--- src/rtl/trace_bp_buffer.sv ---
// rtl/trace_bp_buffer.sv - backpressure queue between trace sampler and trace FIFO
// Non-stallable source: overflow losses are counted and reported by one marker packet.
module trace_bp_buffer #(
  parameter int sample_width_p  = 16,
  parameter int counter_width_p = 16,
  parameter int depth_p         = 4
) (
  input  logic                        clk,
  input  logic                        rst,
  input  logic [sample_width_p-1:0]   sample_data,
  input  logic                        sample_valid,
  output logic [sample_width_p:0]     fifo_data,
  output logic                        fifo_valid,
  input  logic                        fifo_ready,
  output logic [counter_width_p-1:0]  drop_total
);

  localparam int ptr_w = $clog2(depth_p);
  localparam int out_w = sample_width_p + 1;

  typedef enum logic {PASS, DROP} state_t;

  state_t                     state, state_next;
  logic [out_w-1:0]           mem [depth_p];
  logic [ptr_w-1:0]           wr_ptr, rd_ptr;
  logic [ptr_w:0]             count;
  logic [counter_width_p-1:0] ctr, ctr_next, cnt_now;
  logic                       empty, full, pop, space, push, drop;
  logic [out_w-1:0]           push_data;

  assign empty      = (count == '0);
  assign full       = (count == (ptr_w+1)'(depth_p));
  assign fifo_valid = !empty;
  assign fifo_data  = empty ? '0 : mem[rd_ptr];
  assign pop        = fifo_valid && fifo_ready;
  // A pop in the same cycle frees the slot a push needs.
  assign space      = !full || pop;

  always_comb begin
    state_next = state;
    ctr_next   = ctr;
    push       = 1'b0;
    push_data  = '0;
    drop       = 1'b0;
    cnt_now    = (&ctr) ? ctr : ctr + counter_width_p'(sample_valid);
    case (state)
      PASS: begin
        if (sample_valid) begin
          if (space) begin
            push      = 1'b1;
            push_data = {1'b0, sample_data};
          end else begin
            drop       = 1'b1;
            ctr_next   = counter_width_p'(1);
            state_next = DROP;
          end
        end
      end
      DROP: begin
        // The marker claims the free slot, so any sample this cycle is lost too.
        drop = sample_valid;
        if (space) begin
          push       = 1'b1;
          push_data  = {1'b1, sample_width_p'(cnt_now)};
          ctr_next   = '0;
          state_next = PASS;
        end else begin
          ctr_next = cnt_now;
        end
      end
      default: state_next = PASS;
    endcase
  end

  always_ff @(posedge clk) begin
    if (rst) begin
      state      <= PASS;
      ctr        <= '0;
      drop_total <= '0;
      wr_ptr     <= '0;
      rd_ptr     <= '0;
      count      <= '0;
    end else begin
      state <= state_next;
      ctr   <= ctr_next;
      if (drop && !(&drop_total))
        drop_total <= drop_total + 1'b1;
      if (push)
        wr_ptr <= wr_ptr + 1'b1;
      if (pop)
        rd_ptr <= rd_ptr + 1'b1;
      case ({push, pop})
        2'b10:   count <= count + 1'b1;
        2'b01:   count <= count - 1'b1;
        default: count <= count;
      endcase
    end
  end

  // Storage needs no reset: fifo_data is masked while the queue is empty.
  always_ff @(posedge clk) begin
    if (push)
      mem[wr_ptr] <= push_data;
  end

endmodule

--- config.mk ---
export PLATFORM = sky130hd
export DESIGN_NAME = trace_bp_buffer
export DESIGN_NICKNAME = d
export VERILOG_FILES = /design/src/rtl/trace_bp_buffer.sv
export SDC_FILE = /design/constraint.sdc
export NUM_CORES = 1
export LEC_CHECK = 0
export CAP_MARGIN = 30
export CORE_ASPECT_RATIO = 1.2
export CORE_UTILIZATION = 35
export DETAILED_ROUTE_END_ITERATION = 7
export GPL_TIMING_DRIVEN = 0
export SLEW_MARGIN = 40
export SYNTH_ARGS = -nofsm -noshare
export SYNTH_HDL_FRONTEND = slang
export SYNTH_SLANG_ARGS = --single-unit
--- constraint.sdc ---
create_clock -name clk -period 6 [get_ports clk]
set_input_delay 0.6 -clock clk [delete_from_list [all_inputs] [get_ports clk]]
set_output_delay 0.6 -clock clk [all_outputs]
set_load 0.05 [all_outputs]
==> flow_summary.yaml <==
floorplanning:
  initial_core_util_pct: 35.9
  fp.coreArea_um2: 15000
  die_area_um2: 15900
  ios: 54
  die_w_um: 115
  die_h_um: 138
  num_rows: 49
synthesis:
  synth_area_um2: 5400
  async_reset_ff_share_pct: 0
  synth_nets: 493
  synthTopCellsByArea: "edfxtp_1, dfxtp_1, mux4_2"
  synth.distinct_cells: 59
  synth_top_cells_by_count: "edfxtp_1, dfxtp_1, nand2_1"
  yosysSeqAreaShare_pct: 53.4
  postSynthCellCount: 464
  ys_ff_latch: 110
  synth_top_area_cell: "edfxtp_1"
  yosys_most_used_dff: "edfxtp_1"
  synth_top_area_share_pct: 37.8
  ys_warn_count: 0
  synth.most_common_cell: "edfxtp_1"
  synth_edf_count: 68
  synth_area_per_cell_um2: 11.6
layout:
  seqCellArea_um2: 2880
  drive_above_1_share_pct: 14.0
  areaGrowthSynthToFinish_pct: 21.5
  antennaDiodeCount: 0
  final.fill_count: 1396
  fin_util_pct: 43.6
  nNetsFinal: 561
  multi_input_area_um2: 2360
grt:
  grt_pass1_vias: 4029
  track_usage_pct: 16.1
  grt_antenna_before_repair: 0
  grt_max_degree: 19
  globalRouteOverflowTotal: 0
  grt_pass1_wl_um: 19900
drt:
  routed_wl_um: 12300
  drc: 0
  drtIter0Drc: 291
  vias: 4037
  firstDrtPassIters: 5
  drtAntennaViolNets: 0
  drt-vias-per-instance: 5.45
  wl_per_cell_um: 16.6
timing:
  timing.slew.headroom_pct: 47.2
  slew_violations: 0
  finalCriticalPeriod_ns: 3.50
  hold_viol_final: 0
  grt_setup_unrepaired: "no"
  hold_ws_ns: 0.493
  finalSetupTns_ns: 0
  fin_skew_ns: 0.00938
  finalCritPeriodShare_pct: 58.3
  tightest_slew_ns: 0.785
  setup_viol: 0
  fmax_mhz: 286
clock_network:
  cts-root-buf: "clkbuf_16"
  clockBufferDepth: 2
  clock-sinks: 110
  cts_hold_buffers: 0
  post_cts_buffers: 0
  clk_latency_ns: 0.35
  htree_levels: 3
  cts_tree: "done"
  post_cts_resized: 0
  cts_inserted_buffers: 9
  clk_pin_slew_worst_paths_ns: 0.07
worst_setup_path:
  critPathKind: "flop to primary output"
  end_kind: "primary output"
  cp_max_fo: 10
  crit_cells: 5
  reg2reg_depth: 9
  worstReg2RegStart: "state$_SDFF_PP0_"
  start_kind: "flop"
  crit_chain: "clkbuf_1 -> clkbuf_1 -> mux4_2 -> and2_1 -> clkdlybuf4s50_1"
  slowest_delay_ns: 0.69
  worst-path-buf-inv: 3
  cp.required_ns: 5.40
  crit_top_cell: "clkbuf_1"
  critPathTopFamily: "buffers and inverters"
  arrival_ns: 2.90
  cp_slowest_cell: "clkdlybuf4s50_1"
power_and_ir_drop:
  leakage_nw: 2.18
  total_power_mw: 2.29
  power_density_nw_per_um2: 349
  vdd_drop_max_v: 0.000119
status:
  status: "complete, no violations"
place:
  port_buffers: 53
  dpl.hpwl_um: 8760
  place.gp.congestion: 0.868
flow_run:
  drv_cap: 0
hold_path:
  min_path_type: "flop to flop"
  hold_depth: 2
  worstHoldStart: "wr_ptr[1]$_SDFFE_PP0P_"
## cell usage in the layout (no fill, tap or decap), types with 5 or more instances in the layout
cell type,n
o211ai_1,12
nand3_1,27
and3_1,9
clkbuf_1,16
o21ai_0,10
nor2b_1,8
ha_1,8
inv_1,11
o311ai_0,5
mux4_2,17
a31oi_1,9
nor2_1,22
and2_1,20
nand4_1,7
nor3_1,10
or3_1,7
o31ai_1,7
clkdlybuf4s50_1,53
and4_1,8
or4_1,13
clkbuf_16,9
mux2_2,6
a21oi_1,14
dfxtp_1,42
nand2_1,38
edfxtp_1,68
buf_2,9
## per-stage QoR
stage	area [um^2]	instances	setup slack (ns)
floorplan	5400	464	3.36
global placement	6180	721	2.42
detailed placement	6280	725	2.37
CTS	6550	741	2.43
global route	6550	741	2.36
finish	6550	741	2.50
## final timing paths
path	endpoint	slack [ns]
worst min-delay path	wr_ptr[1]$_SDFFE_PP0P_	0.49
worst max-delay path	fifo_data[15]	2.50
worst max register to register	count[2]$_SDFFE_PP0P_	3.18
worst min register to register	wr_ptr[1]$_SDFFE_PP0P_	0.49
## state kept, by name, indices dropped and copies added, names as in the netlist, named ones only
name        flops
count           3
state           1
ctr            16
wr_ptr          2
mem            68
rd_ptr          2
drop_total     16
## final cells by class
| type | instances | share of cell area, % |
|---|---|---|
| well taps | 204 | 3.90 |
| flip-flops and latches | 110 | 44.0 |
| repair buffers | 57 | 9.01 |
| plain buffers | 31 | 2.16 |
| clock buffers | 9 | 3.44 |
| inverters | 12 | 0.687 |
| multi-input cells | 311 | 36.1 |
| clock inverters | 7 | 0.726 |
## layer usage
| layer | vias up | global-route usage [%] | wire length (um) |
|---|---|---|---|
| li1 | 1936 | - | - |
| met1 | 1958 | 21.0 | 5490 |
| met2 | 125 | 27.1 | 6090 |
| met3 | 18 | 2.19 | 543 |
| met4 | 0 | 5.74 | 186 |
| met5 | - | 0 | 0 |
## report_power, final
group	internal, mW	total [mW]	switching, mW
Sequential	0.873	0.902	0.0294
Clock	0.282	0.555	0.273
Combinational	0.318	0.829	0.511
## cell families after synthesis
family,count (synthesis),synth area share (%)
fa+ha+maj,9,2.23
compound gates,86,11.7
flops,110,53.4
xor+xnor,6,0.974
mux,24,8.53
buf+inv,43,3.46
simple gates,186,19.7
## worst min-delay path: stages, from the launching register on
cell and delay, ns:
dfxtp_1 0.34, nand2_1 0.06, a21oi_1 0.05
Power figures use the tool's default switching activity.
